## src/rtl/ssd_scan_decoder.sv

```systemverilog
// ssd_scan_decoder
//   Monitors the multiplexed seven-segment lines and rebuilds the four hex
//   digits and dot points that are on the display. A digit set is published
//   only after it has repeated for STABLE_FRAMES complete scan frames.
//
// Ports
//   board_clk     in   system clock
//   Reset_Pulse   in   asynchronous active-high reset
//   An[3:0]       in   anodes {An3..An0}, active-low, An3 = leftmost digit
//   Cath[7:0]     in   {Ca,Cb,Cc,Cd,Ce,Cf,Cg,Dp}, active-low
//   digits[15:0]  out  published nibbles {d3,d2,d1,d0}
//   dp[3:0]       out  published dot points, 1 = lit
//   digits_valid  out  high while locked
//   frame_pulse   out  one-cycle strobe on every (re)publish
//   pattern_err   out  sticky: accepted segment pattern is not a hex glyph
//   anode_err     out  sticky: accepted sample had several anodes low
module ssd_scan_decoder #(
  parameter int SETTLE_CYC    = 4,
  parameter int STABLE_FRAMES = 2,
  parameter int TIMEOUT_CYC   = 1048576
) (
  input  logic        board_clk,
  input  logic        Reset_Pulse,
  input  logic [3:0]  An,
  input  logic [7:0]  Cath,
  output logic [15:0] digits,
  output logic [3:0]  dp,
  output logic        digits_valid,
  output logic        frame_pulse,
  output logic        pattern_err,
  output logic        anode_err
);

  localparam int SW = $clog2(SETTLE_CYC) + 1;
  localparam int MW = $clog2(STABLE_FRAMES) + 1;
  localparam int TW = $clog2(TIMEOUT_CYC) + 1;

  typedef enum logic [1:0] {IDLE, ACQUIRE, LOCKED} state_t;

  state_t      state_reg, state_next;

  logic [3:0]  an_s1, an_s2, an_prev;
  logic [7:0]  cath_s1, cath_s2, cath_prev;
  logic [SW-1:0] settle_cnt_reg;
  logic [MW-1:0] match_cnt_reg, match_next;
  logic [TW-1:0] idle_cnt_reg;

  logic [15:0] scratch_reg;
  logic [3:0]  scr_dp_reg;
  logic [3:0]  seen_reg, seen_next;
  logic [19:0] last_frame_reg;
  logic        captured_reg;

  logic        same, accept, blank, single;
  logic [1:0]  idx;
  logic        dec_hit;
  logic [3:0]  dec_nib;
  logic        capture, miss, multi;
  logic        frame_check, frame_equal, reach, timeout, publish;
  logic [19:0] new_frame;

  // Settle filter: a sample is accepted once, on the step into saturation.
  assign same   = ({an_s2, cath_s2} == {an_prev, cath_prev});
  assign accept = same && (settle_cnt_reg == SW'(SETTLE_CYC - 1));

  always_comb begin
    single = 1'b1;
    idx    = 2'd0;
    blank  = (an_s2 == 4'b1111);
    case (an_s2)
      4'b1110: idx = 2'd0;
      4'b1101: idx = 2'd1;
      4'b1011: idx = 2'd2;
      4'b0111: idx = 2'd3;
      default: single = 1'b0;
    endcase
  end

  // Inverse of the driver's segment table (abcdefg, active-low).
  always_comb begin
    dec_hit = 1'b1;
    dec_nib = 4'h0;
    case (cath_s2[7:1])
      7'b0000001: dec_nib = 4'h0;
      7'b1001111: dec_nib = 4'h1;
      7'b0010010: dec_nib = 4'h2;
      7'b0000110: dec_nib = 4'h3;
      7'b1001100: dec_nib = 4'h4;
      7'b0100100: dec_nib = 4'h5;
      7'b0100000: dec_nib = 4'h6;
      7'b0001111: dec_nib = 4'h7;
      7'b0000000: dec_nib = 4'h8;
      7'b0000100: dec_nib = 4'h9;
      7'b0001000: dec_nib = 4'hA;
      7'b1100000: dec_nib = 4'hB;
      7'b0110001: dec_nib = 4'hC;
      7'b1000010: dec_nib = 4'hD;
      7'b0110000: dec_nib = 4'hE;
      7'b0111000: dec_nib = 4'hF;
      default:    dec_hit = 1'b0;
    endcase
  end

  assign capture = accept && single && dec_hit;
  assign miss    = accept && single && !dec_hit;
  assign multi   = accept && !blank && !single;

  // Frame bookkeeping runs the cycle after a capture so seen already
  // includes the digit just written.
  assign new_frame   = {scratch_reg, scr_dp_reg};
  assign frame_check = captured_reg && (seen_reg == 4'b1111);
  assign frame_equal = (new_frame == last_frame_reg);
  assign timeout     = (idle_cnt_reg == TW'(TIMEOUT_CYC - 1));

  always_comb begin
    if (!frame_equal)
      match_next = MW'(1);
    else if (match_cnt_reg == MW'(STABLE_FRAMES))
      match_next = match_cnt_reg;
    else
      match_next = match_cnt_reg + MW'(1);
  end

  // Only the step onto the threshold publishes; a saturated repeat does not.
  assign reach = frame_check && (match_next == MW'(STABLE_FRAMES)) &&
                 !(frame_equal && (match_cnt_reg == MW'(STABLE_FRAMES)));

  always_comb begin
    seen_next = (timeout || frame_check) ? 4'b0000 : seen_reg;
    if (capture)
      seen_next[idx] = 1'b1;
    else if (miss)
      seen_next[idx] = 1'b0;
  end

  always_comb begin
    state_next = state_reg;
    publish    = 1'b0;
    if (timeout) begin
      state_next = IDLE;
    end else begin
      case (state_reg)
        IDLE:    if (capture) state_next = ACQUIRE;
        ACQUIRE: if (reach) begin
                   state_next = LOCKED;
                   publish    = 1'b1;
                 end
        LOCKED:  if (reach) publish = 1'b1;
        default: state_next = IDLE;
      endcase
    end
  end

  always_ff @(posedge board_clk or posedge Reset_Pulse) begin
    if (Reset_Pulse) begin
      state_reg      <= IDLE;
      an_s1          <= 4'h0;
      an_s2          <= 4'h0;
      an_prev        <= 4'h0;
      cath_s1        <= 8'h00;
      cath_s2        <= 8'h00;
      cath_prev      <= 8'h00;
      settle_cnt_reg <= '0;
      match_cnt_reg  <= '0;
      idle_cnt_reg   <= '0;
      scratch_reg    <= 16'h0000;
      scr_dp_reg     <= 4'h0;
      seen_reg       <= 4'h0;
      last_frame_reg <= 20'h00000;
      captured_reg   <= 1'b0;
      digits         <= 16'h0000;
      dp             <= 4'h0;
      digits_valid   <= 1'b0;
      frame_pulse    <= 1'b0;
      pattern_err    <= 1'b0;
      anode_err      <= 1'b0;
    end else begin
      state_reg <= state_next;
      an_s1     <= An;
      an_s2     <= an_s1;
      an_prev   <= an_s2;
      cath_s1   <= Cath;
      cath_s2   <= cath_s1;
      cath_prev <= cath_s2;

      if (!same)
        settle_cnt_reg <= '0;
      else if (settle_cnt_reg != SW'(SETTLE_CYC))
        settle_cnt_reg <= settle_cnt_reg + SW'(1);

      // A miss counts as display activity, so it also holds off the timeout.
      if (timeout || capture || miss)
        idle_cnt_reg <= '0;
      else
        idle_cnt_reg <= idle_cnt_reg + TW'(1);

      if (capture) begin
        scratch_reg[idx*4 +: 4] <= dec_nib;
        scr_dp_reg[idx]         <= ~cath_s2[0];
      end
      seen_reg     <= seen_next;
      captured_reg <= capture;

      if (timeout)
        match_cnt_reg <= '0;
      else if (frame_check)
        match_cnt_reg <= match_next;

      if (frame_check && !frame_equal)
        last_frame_reg <= new_frame;

      if (miss)  pattern_err <= 1'b1;
      if (multi) anode_err   <= 1'b1;

      frame_pulse  <= publish;
      digits_valid <= (state_next == LOCKED);
      if (publish) begin
        digits <= new_frame[19:4];
        dp     <= new_frame[3:0];
      end
    end
  end

endmodule

```

## config.mk

```make
export PLATFORM = sky130hd
export DESIGN_NAME = ssd_scan_decoder
export DESIGN_NICKNAME = d
export VERILOG_FILES = /design/src/rtl/ssd_scan_decoder.sv
export SDC_FILE = /design/constraint.sdc
export NUM_CORES = 1
export LEC_CHECK = 0
export ABC_CLOCK_PERIOD_IN_PS = 5100
export CAP_MARGIN = 0
export CORE_MARGIN = 8
export CORE_UTILIZATION = 45
export CTS_BUF_LIST = sky130_fd_sc_hd__clkbuf_8
export CTS_CLUSTER_SIZE = 28
export DETAILED_ROUTE_END_ITERATION = 10
export HOLD_SLACK_MARGIN = 0.08
export PLACE_DENSITY = 0.67
export SLEW_MARGIN = 20
export SYNTH_ARGS = -nofsm -noshare
export SYNTH_HDL_FRONTEND = slang
export SYNTH_SLANG_ARGS = --single-unit
```

## constraint.sdc

```tcl
create_clock -name board_clk -period 5.1 [get_ports board_clk]
set_clock_uncertainty 0.2 [all_clocks]
set_input_delay 0.51 -clock board_clk [delete_from_list [all_inputs] [get_ports board_clk]]
set_output_delay 0.51 -clock board_clk [all_outputs]
set_load 0.01 [all_outputs]
```

==> results of run 1 <==
[cell usage in the layout (no fill, tap or decap), drive strengths merged, types with 3 or more instances in the layout]
cell	netlist	routed
xnor2	23	23
ha	17	17
nand3b	3	3
inv	18	20
nor3b	4	4
nand2	17	17
clkbuf	8	20
a21oi	3	3
clkinv	0	7
nor2	56	56
buf	16	5
xor2	31	31
mux2i	5	5
dfrtp	133	133
clkdlybuf4s50	0	37
and3	11	11
nor4	9	9
a221oi	3	3
mux2	56	56
nor3	10	10
a21boi	3	3
nand4	11	11
nand2b	3	3
and4	4	4
nand3	17	17
[power by group through the flow]
stage | clock network (mW) | registers, mW | logic, mW
2_1_floorplan | 0 | 1.10 | 0.0624
3_3_place_gp | 0 | 1.11 | 0.0704
3_5_place_dp | 0 | 1.11 | 0.0719
4_1_cts | 0.822 | 1.09 | 0.0723
5_1_grt | 0.865 | 1.09 | 0.0807
6_report | 0.796 | 1.09 | 0.0703
[worst max-delay path, stage by stage (launching register included)]
cell and delay [ps]:
dfrtp_1 580, nor3b_2 400, or3b_2 490, o41ai_1 120
or3_1 360, and3_1 370, mux2_4 330
[cell type report]
| cell class | count | area share [%] |
|---|---|---|
| inverter | 18 | 1.01 |
| clock inverter | 12 | 1.26 |
| sequential | 133 | 48.0 |
| tap | 176 | 3.17 |
| multi-input combinational | 326 | 36.7 |
| timing repair buffer | 42 | 5.88 |
| clock buffer | 20 | 3.97 |
[cells by family after synthesis]
group,count (synthesis)
AND/OR/NAND/NOR,156
flip-flops,133
multiplexers,61
XOR/XNOR,54
buffers and inverters,42
AO/OA/AOI/OAI,37
adder cells (fa/ha/maj),18
[final timing paths]
| path | end | slack [ps] | cells past startpoint |
|---|---|---|---|
| worst min register to register | an_s2[0]$_DFF_PP0_ | 150 | 0 |
| min in group asynchronous | an_s1[2]$_DFF_PP0_ | 230 | 2 |
| worst max register to register | scratch_reg[10]$_DFFE_PP0P_ | 2130 | 6 |
| max in group asynchronous | scratch_reg[5]$_DFFE_PP0P_ | 3500 | 3 |
| worst min-delay path | an_s2[0]$_DFF_PP0_ | 150 | 0 |
| worst max-delay path | scratch_reg[10]$_DFFE_PP0P_ | 2130 | 6 |
[layer usage]
layer	up-vias	part of all wire [%]	track usage, %
met1	1859	47	16.8
met5	-	0	0
met3	19	4.3	3.97
met4	0	1.9	7.13
met2	74	46	20.3
li1	1813	-	-
[per-stage QoR]
step | cells | utilization (%) | cell area, µm² | worst slack (ps)
6_report | 727 | 52.4 | 6940 | 2130
4_1_cts | 727 | 52.4 | 6940 | 2170
5_1_grt | 727 | 52.4 | 6940 | 1990
2_1_floorplan | 501 | - | 6120 | 836
3_3_place_gp | 695 | 49.7 | 6580 | 2260
3_5_place_dp | 695 | 49.7 | 6580 | 2180
==> flow_metrics.tcl, run 1 <==
set metrics [dict create \
    wirelength_um 11000 \
    cp_max_fo 13 \
    synth_edf_count 0 \
    setup_viol 0 \
    async_reset_ff_share_pct 100 \
    wire_per_inst_um 15.1 \
    post-route-min-period_ps 2970 \
    clock-sinks 133 \
    combPwrFrac_pct 3.6 \
    r2r_start "cath_s2[2]$_DFF_PP0_" \
    synth_compound_area_share_pct 4.79 \
    track_usage_pct 13.3 \
    yosysTopAreaCell "dfrtp_1" \
    power_density_nw_per_um2 282 \
    worstMarginPinSlew_ps 676 \
    path_clk_slew_ps 70 \
    cts_setup_buffers 0 \
    dieArea_um2 17600 \
    fmax_mhz 336 \
    root_buffer "clkbuf_8" \
    nets 569 \
    via_per_inst 5.18 \
    leakage_nw 3.30 \
    syn_avg_cell_area_um2 12.2 \
    synthMuxAreaShare_pct 12.1 \
    yosys_warnings 0 \
    synth_top_cell_area_share_pct 54.4 \
    critical_path_required_ps 5230 \
    drv_slew 0 \
    fin_crit_sh_pct 58.3 \
    fp.dieH_um 133 \
    num_rows 42 \
    synth_common_cells "dfrtp_1 (133), nor2_1 (56), mux2_2 (40)" \
    hold_viol_final 0 \
    n_antenna_cell 0 \
    p_clk_share_pct 40.7 \
    synthAdderAreaFrac_pct 3.64 \
    synth-simple-area-share_pct 13.4 \
    final_antenna_net_count 0 \
    synth-seq-cells 133 \
    fin_tns_setup_ps 0 \
    area_growth_pct 13.4 \
    start_kind "flip-flop" \
    finalPower_mw 1.95 \
    clockBufferDepth 2 \
    htreeDepth 4 \
    endpoint_kind "flip-flop" \
    p_int_mw 1.51 \
    synth_nets 532 \
    pwr-share-seq_pct 55.7 \
    antenna_found_initial 0 \
    fp.coreArea_um2 13200 \
    synth_area_leaders "dfrtp_1 (54%), mux2_2 (7.4%), xor2_1 (4.4%), mux2_4 (3.9%), ha_1 (3.5%)" \
    critical_path_class "reg -> reg" \
    io_buffer_count 37 \
    vias 3765 \
    cts_tree "done" \
    multi_input_area_um2 2550 \
    worstHoldStart "an_s1[0]$_DFF_PP0_" \
    peakVddDrop_mv 0.214 \
    drive_gt1_share_pct 18.9 \
    cp.arrival_ps 3100 \
    overflow 0 \
    ys.flop_type "dfrtp_1" \
    dpl.hpwl_um 7550 \
    swShare_pct 22.7 \
    syn_inst 501 \
    hold_ws_ps 149 \
    grt_pass1_wl_um 19000 \
    synth-xor-area-share_pct 7.73 \
    die_w_um 133 \
    initialDrtViolationCount 318 \
    largest_reg_flops 21 \
    syn_area_um2 6120 \
    clock_latency_ps 440 \
    synth_top_family_by_area "simple AND/OR/NAND/NOR gates" \
    min_path_type "reg -> reg" \
    yosysUniqueCellTypes 61 \
    remaining_drc_errors 0 \
    cts_buffers 17 \
    initial_core_util_pct 46.2 \
    holdBufCountCts 0 \
    fill_cells 1164 \
    relSlewSlack_pct 54.9 \
    place.gp.congestion 0.772 \
    p_switching_mw 0.443 \
    grt_pass1_vias 3856 \
    drv_cap 0 \
    ys_seq_area_share_pct 54.4 \
    seq_area_um2 3330 \
    io_pins 38 \
    startpoint "cath_s2[2]$_DFF_PP0_" \
    grt_max_degree 50 \
    status "finished, final reports clean" \
    synth.most_common_cell "dfrtp_1" \
    dr.pass1.iters 4 \
    rsz0062_at_grt "no" \
    post_cts_resized 0 \
]
Power figures use the tool's default switching activity.
==> run 2: changes to the inputs <==
ABC_CLOCK_PERIOD_IN_PS = 2500   (was 5100)
PLACE_DENSITY = 0.7   (was 0.67)
clock period = 2.5 ns   (was 5.1 ns; I/O delays follow)
==> run 2 against run 1 <==
Cell area rose by 8.3%. Via count rose by 6.1%. Sequential power rose by 100%. Final cell count rose by 7.2%. Combinational power rose to 3.0 times the previous value. Hold slack got worse by 40 ps. Critical path depth rose by 2. First-iteration DRC count rose by 2.2%. Count of clock-buffer cells in the layout fell by 2. Register-to-register slack got worse by 2100 ps. Clock power rose by 130%. Global-route usage rose by 0.78 points. Critical endpoint is now digits[5]$_DFFE_PP0P_. Largest cell class unchanged. Highest routed layer unchanged.
==> flow_metrics.tcl, run 2 (synthesis gave the netlist of run 1 again) <==
set metrics [dict create \
    status "finished, final reports clean" \
    hold_viol_final 0 \
    leakage_nw 3.58 \
    n_antenna_cell 0 \
    track_usage_pct 14.1 \
    critPathBufInv 2 \
    final_common_cell "dfrtp_1" \
    power_density_nw_per_um2 564 \
    post-route-min-period_ps 2430 \
    fmax_mhz 412 \
    drive_gt1_share_pct 26.5 \
    grt_pass1_vias 4234 \
    antenna_found_initial 0 \
    grt_max_degree 102 \
    dp_slack_ps -83.8 \
    final_antenna_net_count 0 \
    multi_input_area_um2 2600 \
    min_path_type "in -> async" \
    worst_slack_ps 74.0 \
    reg2reg_to "digits[5]$_DFFE_PP0P_" \
    via_per_inst 5.13 \
    place.gp.congestion 0.835 \
    mostFrequentLayoutCells "dfrtp_1 (129), nor2_1 (56), buf_4 (41), mux2_2 (40), clkdlybuf4s50_1 (37)" \
    setup_viol 0 \
    drv_cap 0 \
    peakVddDrop_mv 0.421 \
    crit_path_top_delay_cell "dfrtp_1" \
    clock_latency_ps 440 \
    die_w_um 133 \
    wire_per_inst_um 15.2 \
    initial_core_util_pct 46.2 \
    rsz0062_at_grt "yes" \
    seq_area_um2 3330 \
    io_buffer_count 37 \
    initialDrtViolationCount 325 \
    worstMarginPinSlew_ps 589 \
    cts_buffers 17 \
    cp_max_fo 10 \
    grt_pass1_wl_um 20100 \
    start_kind "flip-flop" \
    rr_worst_depth 8 \
    vias 3993 \
    path_cells "xor2_1, nor4_2, nand3_2, nor2_1, nand4_1, buf_4, clkbuf_16, mux2_2" \
    clock-sinks 133 \
    drv_slew 0 \
    critical_path_required_ps 2620 \
    endpoint_kind "flip-flop" \
    fp.coreArea_um2 13200 \
    wirelength_um 11900 \
    root_buffer "clkbuf_8" \
    cp.arrival_ps 2550 \
    fin_crit_sh_pct 97.0 \
    critical_path_class "reg -> reg" \
    dpl.hpwl_um 8230 \
    num_rows 42 \
    dr.pass1.iters 4 \
    slowest_delay_ps 440 \
    hold_ws_ps 109 \
    dieArea_um2 17600 \
    rrSetupSlack_ps 70 \
    cts_tree "done" \
    path_clk_slew_ps 80 \
    path_delay_family "simple AND/OR/NAND/NOR gates" \
    io_pins 38 \
    relSlewSlack_pct 60.5 \
    clockBufferDepth 2 \
    overflow 0 \
    fp.dieH_um 133 \
    htreeDepth 4 \
    nets 621 \
    largest_reg_flops 21 \
    r2r_start "scratch_reg[9]$_DFFE_PP0P_" \
    area_growth_pct 22.9 \
    remaining_drc_errors 0 \
    fin_util_pct 56.8 \
    fill_cells 1095 \
]
run 2: what timing repair did:
action	in CTS	in global routing
gates resized for setup	4	14
buffers inserted	1	6
hold buffers	12	0
endpoints found under the hold margin	12	0
pin swaps	1	7
cloned	0	1
endpoints found under the setup margin	51	52
run 2: where the power goes:
part           switching (mW)  internal [mW]  total (mW)  leakage (nW)
Clock                   0.819           1.00        1.82         0.192
Combinational           0.111          0.101       0.211          1.63
Sequential             0.0262           2.18        2.21          1.76
Total                   0.956           3.28        4.24          3.58
run 2: cell type report:
| class | count | area share, % |
|---|---|---|
| clock buffers | 18 | 3.30 |
| clock inverters | 14 | 2.13 |
| inverters | 18 | 0.949 |
| multi-input cells | 326 | 34.6 |
| flip-flops and latches | 133 | 44.3 |
| well taps | 176 | 2.93 |
| repair buffers | 94 | 11.7 |
run 2: how the worst max path moves through the flow:
| stage | from | to | cells past startpoint |
|---|---|---|---|
| 2_1_floorplan | cath_s2[5]$_DFF_PP0_ | scratch_reg[0]$_DFFE_PP0P_ | 8 |
| 3_3_place_gp | cath_s2[6]$_DFF_PP0_ | scratch_reg[8]$_DFFE_PP0P_ | 6 |
| 3_5_place_dp | cath_s2[6]$_DFF_PP0_ | digits_valid$_DFF_PP0_ | 7 |
| 4_1_cts | cath_s2[6]$_DFF_PP0_ | digits_valid$_DFF_PP0_ | 7 |
| 5_1_grt | scratch_reg[9]$_DFFE_PP0P_ | digits[2]$_DFFE_PP0P_ | 8 |
| 6_report | scratch_reg[9]$_DFFE_PP0P_ | digits[5]$_DFFE_PP0P_ | 8 |
run 2: worst register-to-register path: stages, from the launching register on:
cell,delay (ps)
dfrtp_1,440
xor2_1,200
nor4_2,370
nand3_2,200
nor2_1,180
nand4_1,110
buf_4,170
clkbuf_16,160
mux2_2,270
run 2: routing by layer:
metal / up-vias / share of wire [%] / GRT usage [%]
met4: 0 / 2.1 / 6.31
met5: - / 0 / 0
met2: 62 / 49 / 23.8
met1: 1996 / 45 / 16.4
met3: 19 / 3.5 / 3.94
li1: 1916 / - / -
run 2: through the flow:
step                      area [µm²]  power [mW]  cells  setup TNS (ps)
after floorplan                 6130        2.36    501               0
after global placement          6860        2.43    727          -0.834
after global routing            7520        4.42    779            -588
final                           7520        4.24    779               0
after CTS                       7410        4.29    772               0
after detailed placement        6860        2.44    727            -309
==> run 3: changes to the inputs <==
RECOVER_POWER = 100   (was unset)
==> run 3 against run 2 <==
Power fell by 0.12%. Combinational power fell by 4%. Routed wire length rose by 0.32%. Final cell count did not move. Sequential cell count did not move. Critical endpoint unchanged. Largest cell class unchanged.
==> flow_metrics.tcl, run 3 (synthesis gave the netlist of run 1 again) <==
set metrics [dict create \
    reg2reg_to "digits[5]$_DFFE_PP0P_" \
    largest_reg_flops 21 \
    n_antenna_cell 0 \
    post-route-min-period_ps 2420 \
    rr_worst_depth 8 \
    wirelength_um 11900 \
    place.gp.congestion 0.835 \
    fin_area_um2 7500 \
    vias 4008 \
    dr.pass1.iters 4 \
    num_rows 42 \
    drv_cap 0 \
    final_antenna_net_count 0 \
    slowest_delay_ps 440 \
    path_clk_slew_ps 70 \
    nets 621 \
    seq_area_um2 3330 \
    fmax_mhz 414 \
    cts_buffers 17 \
    rrSetupSlack_ps 80 \
    worstMarginPinSlew_ps 1390 \
    mostFrequentLayoutCells "dfrtp_1 (129), nor2_1 (56), dlygate4sd3_1 (49), mux2_2 (40), buf_4 (38)" \
    setup_viol 0 \
    remaining_drc_errors 0 \
    grt_pass1_wl_um 20100 \
    critical_path_class "reg -> reg" \
    relSlewSlack_pct 7.66 \
    status "finished, final reports clean" \
    worstHoldStart "cath_s1[3]$_DFF_PP0_" \
    hold_viol_final 0 \
    grt_pass1_vias 4234 \
    area_growth_pct 22.5 \
    min_path_type "reg -> reg" \
    initialDrtViolationCount 306 \
    via_per_inst 5.15 \
    initial_core_util_pct 46.2 \
    path_cells "xor2_1, nor4_2, nand3_2, nor2_1, nand4_1, buf_4, clkbuf_16, mux2_2" \
    holdPathEnd "cath_s2[3]$_DFF_PP0_" \
    io_pins 38 \
    wire_per_inst_um 15.3 \
    cp_max_fo 10 \
    fp.dieH_um 133 \
    clock_latency_ps 440 \
    track_usage_pct 14.1 \
    clockBufferDepth 2 \
    peakVddDrop_mv 0.420 \
    die_w_um 133 \
    leakage_nw 3.66 \
    dpl.hpwl_um 8230 \
    crit_path_top_delay_cell "dfrtp_1" \
    endpoint_kind "flip-flop" \
    critical_path_required_ps 2620 \
    fin_crit_sh_pct 96.7 \
    cts_tree "done" \
    fin_util_pct 56.6 \
    fill_cells 1099 \
    start_kind "flip-flop" \
    place_area_um2 6860 \
    dieArea_um2 17600 \
    power_density_nw_per_um2 565 \
    htreeDepth 4 \
    rsz0062_at_grt "yes" \
    overflow 0 \
    root_buffer "clkbuf_8" \
    r2r_start "scratch_reg[9]$_DFFE_PP0P_" \
    finalPower_mw 4.23 \
    io_buffer_count 37 \
    final_common_cell "dfrtp_1" \
    min_path_cells 0 \
    grt_max_degree 102 \
    drv_slew 0 \
    fp.coreArea_um2 13200 \
    drive_gt1_share_pct 26.4 \
    cp.arrival_ps 2540 \
    antenna_found_initial 0 \
    clock-sinks 133 \
    multi_input_area_um2 2600 \
]
-- run 3: how the worst max path moves through the flow --
stage | startpoint | to | slack [ps] | cells after the start
detailed placement | cath_s2[6]$_DFF_PP0_ | digits_valid$_DFF_PP0_ | -80 | 7
global route | scratch_reg[9]$_DFFE_PP0P_ | digits[2]$_DFFE_PP0P_ | -40 | 8
floorplan | cath_s2[5]$_DFF_PP0_ | scratch_reg[0]$_DFFE_PP0P_ | 50 | 8
finish | scratch_reg[9]$_DFFE_PP0P_ | digits[5]$_DFFE_PP0P_ | 80 | 8
global placement | cath_s2[6]$_DFF_PP0_ | scratch_reg[8]$_DFFE_PP0P_ | -0.3 | 6
CTS | cath_s2[6]$_DFF_PP0_ | digits_valid$_DFF_PP0_ | 2 | 7
-- run 3: final cells by class --
class / instances / area share, %
tap: 176 / 2.94
clock inverter: 14 / 2.14
timing repair buffer: 94 / 11.5
inverter: 18 / 0.918
sequential: 133 / 44.5
clock buffer: 18 / 3.30
multi-input combinational: 326 / 34.7
-- run 3: repair_timing --
item                                   in CTS  in global routing
endpoints found under the hold margin      12                  0
buffers inserted                            1                  6
pin swaps                                   1                  7
hold buffers                               12                  0
setup endpoints to repair                  51                 52
resized for setup                           4                 14
cloned                                      0                  1
-- run 3: report_power, final --
group | internal [mW] | leakage (nW) | switching [mW] | total (mW)
Sequential | 2.18 | 1.76 | 0.0261 | 2.21
Combinational | 0.0926 | 1.71 | 0.110 | 0.202
Clock | 1.00 | 0.192 | 0.823 | 1.82
-- run 3: routing by layer --
layer / vias up / GRT usage (%) / routed length, µm
li1: 1918 / - / -
met1: 1997 / 16.4 / 5450
met2: 74 / 23.8 / 5840
met3: 19 / 3.94 / 380
met4: 0 / 6.31 / 251
met5: - / 0 / 0
-- run 3: critical path: cells and delay by family, from the launching register on --
kind | cells | cell delay (ps)
AND/OR/NAND/NOR | 4 | 860
flip-flops | 1 | 440
buffers and inverters | 2 | 330
multiplexers | 1 | 270
XOR/XNOR | 1 | 200
-- run 3: per-stage QoR --
stage	hold slack (ps)	setup slack [ps]	std cells	TNS, ps
global placement	133	-0.311	727	-0.834
floorplan	81.4	50.5	501	0
finish	150	82.9	779	0
global route	156	-37.7	779	-588
detailed placement	136	-83.8	727	-309
CTS	102	1.73	772	0
